`src/rtl/starsoc_params.sv`:
```
// starsoc_params: shared definitions for the StarSoC display path.
//   sprite_t        - sprite register layout at the display-path default widths
//   cfg_field_e     - configuration field select encodings
//   COLOR_*         - 12-bit RGB444 palette constants
package starsoc_params;

    localparam int unsigned SPR_COORD_W = 10;
    localparam int unsigned SPR_SIZE_W  = 6;
    localparam int unsigned SPR_COLOR_W = 12;

    typedef struct packed {
        logic                   en;
        logic [SPR_COORD_W-1:0] px;
        logic [SPR_COORD_W-1:0] py;
        logic [SPR_SIZE_W-1:0]  w;
        logic [SPR_SIZE_W-1:0]  h;
        logic [SPR_COLOR_W-1:0] color;
    } sprite_t;

    typedef enum logic [1:0] {
        CFG_POS   = 2'd0,
        CFG_SIZE  = 2'd1,
        CFG_COLOR = 2'd2,
        CFG_EN    = 2'd3
    } cfg_field_e;

    localparam logic [11:0] COLOR_BLACK  = 12'h000;
    localparam logic [11:0] COLOR_RED    = 12'hF00;
    localparam logic [11:0] COLOR_GREEN  = 12'h0F0;
    localparam logic [11:0] COLOR_BLUE   = 12'h00F;
    localparam logic [11:0] COLOR_CYAN   = 12'h0FF;
    localparam logic [11:0] COLOR_YELLOW = 12'hFF0;
    localparam logic [11:0] COLOR_WHITE  = 12'hFFF;

endpackage

```
`src/rtl/sprite_hit.sv`:
```
// sprite_hit: combinational bounds test of one pixel against one sprite.
//   en, px, py, w, h - sprite enable, top-left corner and size
//   x, y             - pixel under test
//   hit              - pixel lies inside the sprite rectangle
module sprite_hit #(
    parameter int unsigned COORD_W = 10,
    parameter int unsigned SIZE_W  = 6
) (
    input  logic               en,
    input  logic [COORD_W-1:0] px,
    input  logic [COORD_W-1:0] py,
    input  logic [SIZE_W-1:0]  w,
    input  logic [SIZE_W-1:0]  h,
    input  logic [COORD_W-1:0] x,
    input  logic [COORD_W-1:0] y,
    output logic               hit
);

    localparam int unsigned SUM_W = COORD_W + 1;

    // One extra bit so a sprite running past the screen edge clips instead of wrapping.
    logic [COORD_W:0] x_end;
    logic [COORD_W:0] y_end;

    assign x_end = {1'b0, px} + SUM_W'(w);
    assign y_end = {1'b0, py} + SUM_W'(h);

    // A zero width/height makes the end equal the start, so nothing can hit.
    assign hit = en
               && (x >= px) && ({1'b0, x} < x_end)
               && (y >= py) && ({1'b0, y} < y_end);

endmodule

```
`src/rtl/sprite_gen.sv`:
```
// sprite_gen: multi-sprite pixel generator with double-buffered sprite registers.
//   clk, reset          - clock, asynchronous active-high reset
//   p_tick, x, y,
//   video_on            - pixel strobe and the pixel it qualifies
//   vsync               - rising edge swaps pending -> active bank
//   cfg_we, cfg_idx,
//   cfg_field, cfg_data - pending-bank write port
//   rgb_out, pix_valid  - pixel colour two cycles after p_tick
//   collision           - last frame's overlaps with sprite 0 (bit 0 always 0)
//   frame_start         - pulses once per bank swap
module sprite_gen
    import starsoc_params::*;
#(
    parameter int unsigned        NUM_SPRITES = 4,
    parameter int unsigned        COORD_W     = 10,
    parameter int unsigned        SIZE_W      = 6,
    parameter int unsigned        COLOR_W     = 12,
    parameter logic [COLOR_W-1:0] BG_COLOR    = COLOR_W'(COLOR_BLACK)
) (
    input  logic                           clk,
    input  logic                           reset,
    input  logic                           p_tick,
    input  logic [COORD_W-1:0]             x,
    input  logic [COORD_W-1:0]             y,
    input  logic                           video_on,
    input  logic                           vsync,
    input  logic                           cfg_we,
    input  logic [$clog2(NUM_SPRITES)-1:0] cfg_idx,
    input  logic [1:0]                     cfg_field,
    input  logic [2*COORD_W-1:0]           cfg_data,
    output logic [COLOR_W-1:0]             rgb_out,
    output logic                           pix_valid,
    output logic [NUM_SPRITES-1:0]         collision,
    output logic                           frame_start
);

    localparam int unsigned      IDX_W   = $clog2(NUM_SPRITES);
    localparam logic [IDX_W:0]   NUM_IDX = NUM_SPRITES[IDX_W:0];

    // Pending bank (cfg writes) and active bank (rendering)
    logic [NUM_SPRITES-1:0] pend_en, act_en;
    logic [COORD_W-1:0]     pend_px    [NUM_SPRITES];
    logic [COORD_W-1:0]     pend_py    [NUM_SPRITES];
    logic [SIZE_W-1:0]      pend_w     [NUM_SPRITES];
    logic [SIZE_W-1:0]      pend_h     [NUM_SPRITES];
    logic [COLOR_W-1:0]     pend_color [NUM_SPRITES];
    logic [COORD_W-1:0]     act_px     [NUM_SPRITES];
    logic [COORD_W-1:0]     act_py     [NUM_SPRITES];
    logic [SIZE_W-1:0]      act_w      [NUM_SPRITES];
    logic [SIZE_W-1:0]      act_h      [NUM_SPRITES];
    logic [COLOR_W-1:0]     act_color  [NUM_SPRITES];

    logic vsync_q;
    logic armed;
    logic swap;
    logic idx_ok;

    // armed stays low for the first clock after reset so a vsync that is
    // already high at release is recorded in vsync_q rather than seen as an edge.
    assign swap   = vsync && !vsync_q && armed;
    assign idx_ok = ({1'b0, cfg_idx} < NUM_IDX);

    always_ff @(posedge clk or posedge reset) begin
        if (reset) begin
            vsync_q     <= 1'b0;
            armed       <= 1'b0;
            frame_start <= 1'b0;
        end else begin
            vsync_q     <= vsync;
            armed       <= 1'b1;
            frame_start <= swap;
        end
    end

    always_ff @(posedge clk or posedge reset) begin
        if (reset) begin
            pend_en    <= '0;
            pend_px    <= '{default: '0};
            pend_py    <= '{default: '0};
            pend_w     <= '{default: '0};
            pend_h     <= '{default: '0};
            pend_color <= '{default: '0};
        end else if (cfg_we && idx_ok) begin
            case (cfg_field)
                CFG_POS: begin
                    pend_px[cfg_idx] <= cfg_data[COORD_W-1:0];
                    pend_py[cfg_idx] <= cfg_data[2*COORD_W-1:COORD_W];
                end
                CFG_SIZE: begin
                    pend_w[cfg_idx] <= cfg_data[SIZE_W-1:0];
                    pend_h[cfg_idx] <= cfg_data[2*SIZE_W-1:SIZE_W];
                end
                CFG_COLOR: pend_color[cfg_idx] <= cfg_data[COLOR_W-1:0];
                CFG_EN:    pend_en[cfg_idx]    <= cfg_data[0];
                default: ;
            endcase
        end
    end

    // The swap copies the pending bank as it stood before this cycle's write.
    always_ff @(posedge clk or posedge reset) begin
        if (reset) begin
            act_en    <= '0;
            act_px    <= '{default: '0};
            act_py    <= '{default: '0};
            act_w     <= '{default: '0};
            act_h     <= '{default: '0};
            act_color <= '{default: '0};
        end else if (swap) begin
            act_en    <= pend_en;
            act_px    <= pend_px;
            act_py    <= pend_py;
            act_w     <= pend_w;
            act_h     <= pend_h;
            act_color <= pend_color;
        end
    end

    logic [NUM_SPRITES-1:0] hit;

    for (genvar g = 0; g < NUM_SPRITES; g++) begin : g_hit
        sprite_hit #(
            .COORD_W (COORD_W),
            .SIZE_W  (SIZE_W)
        ) u_hit (
            .en  (act_en[g]),
            .px  (act_px[g]),
            .py  (act_py[g]),
            .w   (act_w[g]),
            .h   (act_h[g]),
            .x   (x),
            .y   (y),
            .hit (hit[g])
        );
    end

    // Collision: overlaps with sprite 0 on sampled visible pixels.
    // A sample on the swap cycle seeds the new frame's vector.
    logic [NUM_SPRITES-1:0] coll_hit;
    logic [NUM_SPRITES-1:0] live;

    assign coll_hit = (p_tick && video_on && hit[0]) ? {hit[NUM_SPRITES-1:1], 1'b0} : '0;

    always_ff @(posedge clk or posedge reset) begin
        if (reset) begin
            live      <= '0;
            collision <= '0;
        end else if (swap) begin
            collision <= live;
            live      <= coll_hit;
        end else begin
            live      <= live | coll_hit;
        end
    end

    // Stage 1: snapshot of hits and colours, so a later swap cannot touch this pixel.
    logic [NUM_SPRITES-1:0] s1_hit;
    logic [COLOR_W-1:0]     s1_color [NUM_SPRITES];
    logic                   s1_video;
    logic                   s1_valid;

    always_ff @(posedge clk or posedge reset) begin
        if (reset) begin
            s1_hit   <= '0;
            s1_color <= '{default: '0};
            s1_video <= 1'b0;
            s1_valid <= 1'b0;
        end else begin
            s1_hit   <= hit;
            s1_color <= act_color;
            s1_video <= video_on;
            s1_valid <= p_tick;
        end
    end

    // Lowest index wins.
    logic [COLOR_W-1:0] pix_color;
    logic               found;

    always_comb begin
        pix_color = BG_COLOR;
        found     = 1'b0;
        for (int unsigned i = 0; i < NUM_SPRITES; i++) begin
            if (s1_hit[i] && !found) begin
                pix_color = s1_color[i];
                found     = 1'b1;
            end
        end
        if (!s1_video) begin
            pix_color = '0;
        end
    end

    // Stage 2
    always_ff @(posedge clk or posedge reset) begin
        if (reset) begin
            rgb_out   <= '0;
            pix_valid <= 1'b0;
        end else begin
            pix_valid <= s1_valid;
            if (s1_valid) begin
                rgb_out <= pix_color;
            end
        end
    end

endmodule

```
`config.mk`:
```
export PLATFORM = sky130hd
export DESIGN_NAME = sprite_gen
export DESIGN_NICKNAME = d
export VERILOG_FILES = /design/src/rtl/starsoc_params.sv /design/src/rtl/sprite_hit.sv /design/src/rtl/sprite_gen.sv
export SDC_FILE = /design/constraint.sdc
export NUM_CORES = 1
export LEC_CHECK = 0
export BUFFER_PORTS_ARGS = -buffer_cell sky130_fd_sc_hd__buf_4
export CAP_MARGIN = 20
export CORE_ASPECT_RATIO = 0.7
export CORE_MARGIN = 4
export CORE_UTILIZATION = 35
export DETAILED_ROUTE_END_ITERATION = 8
export GPL_TIMING_DRIVEN = 0
export PLACE_DENSITY = 0.47
export SKIP_LAST_GASP = 1
export SYNTH_ARGS = -nofsm -noshare
export SYNTH_HDL_FRONTEND = slang
export SYNTH_SLANG_ARGS = --single-unit
```
`constraint.sdc`:
```
create_clock -name clk -period 15.5 [get_ports clk]
set_input_delay 2.325 -clock clk [delete_from_list [all_inputs] [get_ports clk]]
set_output_delay 2.325 -clock clk [all_outputs]
set_load 0.005 [all_outputs]
```
**Yosys cells after proc, flatten, opt, wreduce, memory -nomap -nowiden**

Cells that the tools add are included.

- Register bits after elaboration: 438
- Input bits: 50
- Output and inout port bits: 18
- Word-level logic and storage cells: 147

- $add $sub $neg: 8
- Magnitude comparators: 20
- Equality and inequality tests: 3
- Muxes and demuxes: 24
- Bitwise gates (word level): 2
- Reduce and logical (&&, ||, !) cells: 34

Operator list:

| cell | number |
|---|---|
| 10-bit by 6-bit adder with 11-bit output | 8 |
| 10-bit by 11-bit < comparator with 1-bit output | 8 |
| 40-bit bitwise mux | 2 |
| 10-bit >= comparator | 8 |
| 12-bit 2-to-1 mux | 6 |
| 24-bit bitwise mux | 2 |
| 48-bit bitwise mux | 1 |
| 1-bit logical AND | 25 |
| 12-bit demux with 2-bit select | 1 |
| 10-bit demux with 2-bit select | 1 |
| 6-bit demux with 2-bit select | 1 |
| 10-bit 2-to-1 mux | 1 |
| 4-bit 2-to-1 mux | 2 |
| 2-bit AND reduction | 4 |
| 6-bit 2-to-1 mux | 1 |
| 4-bit bitwise mux | 1 |
| 2-bit == test (second input constant) | 2 |
| 1-bit zero test | 4 |
| 1-bit 2-to-1 mux | 4 |
| 4-bit bitwise OR | 1 |
| 3-bit >= comparator (second input constant) | 1 |
| 2-bit by 3-bit < comparator with 1-bit output (second input constant) | 1 |
| 3-bit by 1-bit < comparator with 1-bit output (second input constant) | 1 |
| 2-bit NOT with 3-bit output | 1 |
| other kinds (4) | 4 |

**Logic depth before layout (Yosys ltp)**

- Depth after elaboration: 11
- Depth in mapped cells: 15

**Hierarchy**

From an unflattened synthesis, not the netlist that was laid out.

- Cell total of the unflattened synthesis: 1,715
- Area, all modules: 22,048.6 um2

Modules (own cells, without submodules):

| module | instances | cells each | area an instance (um2) | seq. area each (um2) |
|---|---|---|---|---|
| sprite_gen | 1 | 967 | 16,027.9 | 10,910.5 |
| sprite_hit | 4 | 187 | 1,505.2 | 0.0 |

**Worst setup path after synthesis**

No wires, ideal clock.

- Path kind: input to register
- From: input port y[5]
- To: register live[1]
- Setup time: 103 ps
- Arrival: 3,918 ps
- Data required time: 15,397 ps
- Slack: 11,479 ps
- Stages: 7
- Buffers on the path: 0
- Cells stage by stage: ha_1 o211ai_1 nor3_1 a21oi_1 a211o_1 a2111o_1 o41ai_2

- Longest elaborated chain between the ends: 7

Ends and longest elaborated chain:

| what | line | text |
|---|---|---|
| start, declared | sprite_gen.sv:24 | `input logic [COORD_W-1:0] y,` |
| 10-bit >= comparator | sprite_hit.sv:31 | `&& (y >= py) && ({1'b0, y} < y_end);` |
| 1-bit logical AND (2 in series) | sprite_hit.sv:31 |  |
| 1-bit logical AND | sprite_gen.sv:142 | `assign coll_hit = (p_tick && video_on && hit[0]) ? {hit[NUM_SPRITES-1:1], 1'b0} : '0;` |
| 4-bit 2-to-1 mux * | sprite_gen.sv:142 |  |
| 4-bit bitwise OR | sprite_gen.sv:152 | `live <= live \| coll_hit;` |
| 4-bit 2-to-1 mux * | sprite_gen.sv:148 | `end else if (swap) begin` |
| end signal, assigned | sprite_gen.sv:150 | `live <= coll_hit;` |
| end signal, assigned | sprite_gen.sv:152 |  |
| end, declared | sprite_gen.sv:140 | `logic [NUM_SPRITES-1:0] live;` |

Mark *: on every way between the ends. The rest lies on a longest branch, timed or not.
A chain may end at the register's enable or synchronous reset.

**Final worst setup path**

- From: input port y[0]
- To: register live[2]

The elaborated chain is that of the path after synthesis.

==> qor.csv <==
stage;metric;value;unit
finish;antenna_cells;0;
drt;drcViolationCount;0;
logic_synthesis;syn_area;21300;µm²
pwr;power_density;148;nW/µm²
global_routing;grt_antenna_before_repair;6;
floorplan;dieArea;65000;µm²
worst_setup_path;start_kind;primary input;
logic_synthesis;ys_types;50;
sta;whs;368;ps
place;hpwlAfterDp;44200;µm
clock_tree;post_cts_resize_count;0;
clock_tree;clk_pin_slew;70;ps
sta;finalCriticalPeriod;4350;ps
clock_tree;clock_path_buffers;3;
clock_tree;cts.sinks;436;
logic_synthesis;synth_ff_type;dfrtp_1;
clock_tree;postCtsSetupBuffers;0;
sta;hold_violations;0;
worst_setup_path;crit_required;15940;ps
logic_synthesis;yosys.area.top_type;dfrtp_1;
sta;worst_slack;11150;ps
drt;highest_layer;met4;
drt;wl_met1;31800;µm
sta;max_freq;230;MHz
logic_synthesis;yosys.cell_count.top_type;dfrtp_1;
worst_setup_path;endpoint_kind;flop;
worst_setup_path;crit_fanout;5;
sta;fin_crit_sh;0.280;
worst_hold_path;hp-class;flop to flop;
job;maxCapViolCount;0;
drt;wl;60400;µm
floorplan;row_count;75;
place;pre_cts_ws;10440;ps
run_status;run_status;finished, final reports clean;
logic_synthesis;syn-num-nets;2228;
finish;stdcell_count;2932;
place;routabilityCongestion;0.850;
floorplan;pin_count;68;
logic_synthesis;synth_top_cell_area_share;0.512;
logic_synthesis;seq_area_frac_synth;0.512;
drt;via_per_inst;4.98;
logic_synthesis;synth.area.top_cells;dfrtp_1, ha_1, mux2_1;
sta;worstMarginPinSlew;1100;ps
worst_setup_path;arrival;4790;ps
logic_synthesis;synth-warning-count;0;
floorplan;start_util;0.355;
sta;slew_headroom;0.269;
global_routing;first_global_vias;15100;
logic_synthesis;synth_common_cells;dfrtp_1, nand2_1, ha_1, mux2_1, inv_1;
sta;rsz0062_at_grt;false;
finish;drive_gt1_frac;0.0739;
sta;setup_viol;0;
logic_synthesis;syn_avg_cell_area;10.8;µm²
drt;wl_met3;2940;µm
clock_tree;clock-root-buffer;clkbuf_16;
global_routing;grt.total_usage;0.190;
pwr;p_leak;0.0116;µW
drt;route.met2.wl;24800;µm
place;port_buffers;66;
floorplan;core_area;60100;µm²
sta;drv_slew;0;
drt;ant_nets;0;
place;place_area;23000;µm²
drt;dr.pass1.iters;5;
floorplan;die_height;214;µm
global_routing;grt_first_pass_wirelength;94000;µm
global_routing;grt_max_degree;95;
clock_tree;insertion_delay;600;ps
logic_synthesis;synth_edf_count;0;
logic_synthesis;yosys_register_bits;436;
clock_tree;cts_max_level;2;
clock_tree;cts_tree;built;
clock_tree;hold_buffers;0;
floorplan;die_w;303;µm
finish;final_area;24700;µm²
finish;post-route-util;0.410;
worst_setup_path;crit_type;primary input to flop;
finish;area_growth;15.7;%
logic_synthesis;synth-async-reset-ratio;1.00;
sta;worst_clock_skew;43.8;ps
drt;vias;14600;
drt;post_drt_wl_per_cell;20.6;µm
drt;drtIter0Drc;813;
finish;final_nets;2347;
pwr;ir_drop;0.0747;mV
logic_synthesis;netlist_instances;1970;
place;placedCellCount;2849;
clock_tree;cts_made_buffers;45;
global_routing;grt_overflow;0;
[layout by cell type, fill, tap and decap left out, types with 6 or more instances in the layout]
cell type	n
a2111oi_0	9
a211o_1	11
a211oi_1	27
a21o_1	23
a21oi_1	42
a221oi_1	14
a22oi_1	11
a31oi_1	6
buf_1	12
buf_4	67
bufinv_16	8
clkbuf_1	70
clkbuf_16	45
clkbuf_8	13
clkinv_2	7
dfrtp_1	436
fa_1	8
ha_1	200
inv_1	102
mux2_1	180
nand2_1	418
nand2b_1	17
nand3_1	17
nand4_1	10
nor2_1	49
nor2b_1	19
nor3_1	18
o211ai_1	9
o21a_1	18
o21ai_0	29
o21ai_1	99
o22ai_1	14
o311ai_1	6
xnor2_1	37
xor2_1	23
[report_power, final]
part	total [µW]	switching, µW	internal [µW]
logic	882	495	387
clock network	1220	484	733
registers	1550	154	1390
[cells by family (layout without fill, tap and decap cells)]
family | count (synthesis) | after routing | synth area share
other | 2 | 2 | 0.000352
xor gates and xnor gates | 60 | 60 | 0.0247
DFF | 436 | 436 | 0.512
muxes | 180 | 180 | 0.0951
adders and majority gates | 208 | 208 | 0.125
and+or+nand+nor | 567 | 567 | 0.110
AOI/OAI and AO/OA | 333 | 333 | 0.100
buffers and inverters | 184 | 338 | 0.0326
[worst paths after layout]
check	start	end	slack (ps)	cells after the start
worst max-delay path	y[0]	live[2]	11150	9
worst min-delay path	act_color[35]	s1_color[35]	370	0
worst max register to register	act_px[30]	live[3]	11500	14
worst min register to register	act_color[35]	s1_color[35]	370	0
max in group asynchronous	reset	act_w[8]	12550	4
min in group asynchronous	reset	act_py[17]	1780	2
[metal layers]
metal / vias to the layer above / GRT usage
li1: 7042 / -
met3: 61 / 0.0290
met1: 7261 / 0.304
met5: - / 0
met2: 246 / 0.269
met4: 0 / 0.0369
[sequential cells by signal, indices dropped and copies added (netlist names)]
name / flops
s1_video: 1
act_h: 24
pend_px: 40
s1_valid: 1
pend_color: 48
armed: 1
pix_valid: 1
pend_w: 24
act_color: 48
s1_hit: 4
act_en: 4
live: 3
frame_start: 1
act_w: 24
act_py: 40
pend_en: 4
pend_py: 40
rgb_out: 12
collision: 3
vsync_q: 1
s1_color: 48
act_px: 40
pend_h: 24
[final cells by class]
type | count | area (µm²)
Timing Repair Buffer | 72 | 648
Clock inverter | 19 | 347
Clock buffer | 63 | 1320
Tap cell | 808 | 1010
Inverter | 106 | 405
Fill cell | 5874 | 35400
Buffer | 78 | 297
Multi-Input combinational cell | 1350 | 9710
Sequential cell | 436 | 10900
[metrics by stage]
stage          total power (µW)   TNS, ps
2_1_floorplan              2170         0
3_3_place_gp               2420  -1872390
3_5_place_dp               2450         0
4_1_cts                    3690         0
5_1_grt                    3900         0
6_report                   3650         0
[critical path: stages]
cell	delay [ps]
buf_4	160
inv_1	270
ha_1	290
nand2b_1	140
a211oi_1	240
o21ai_1	100
a221oi_1	930
a211o_1	230
o41ai_1	90
(Power assumes the default switching activity.)
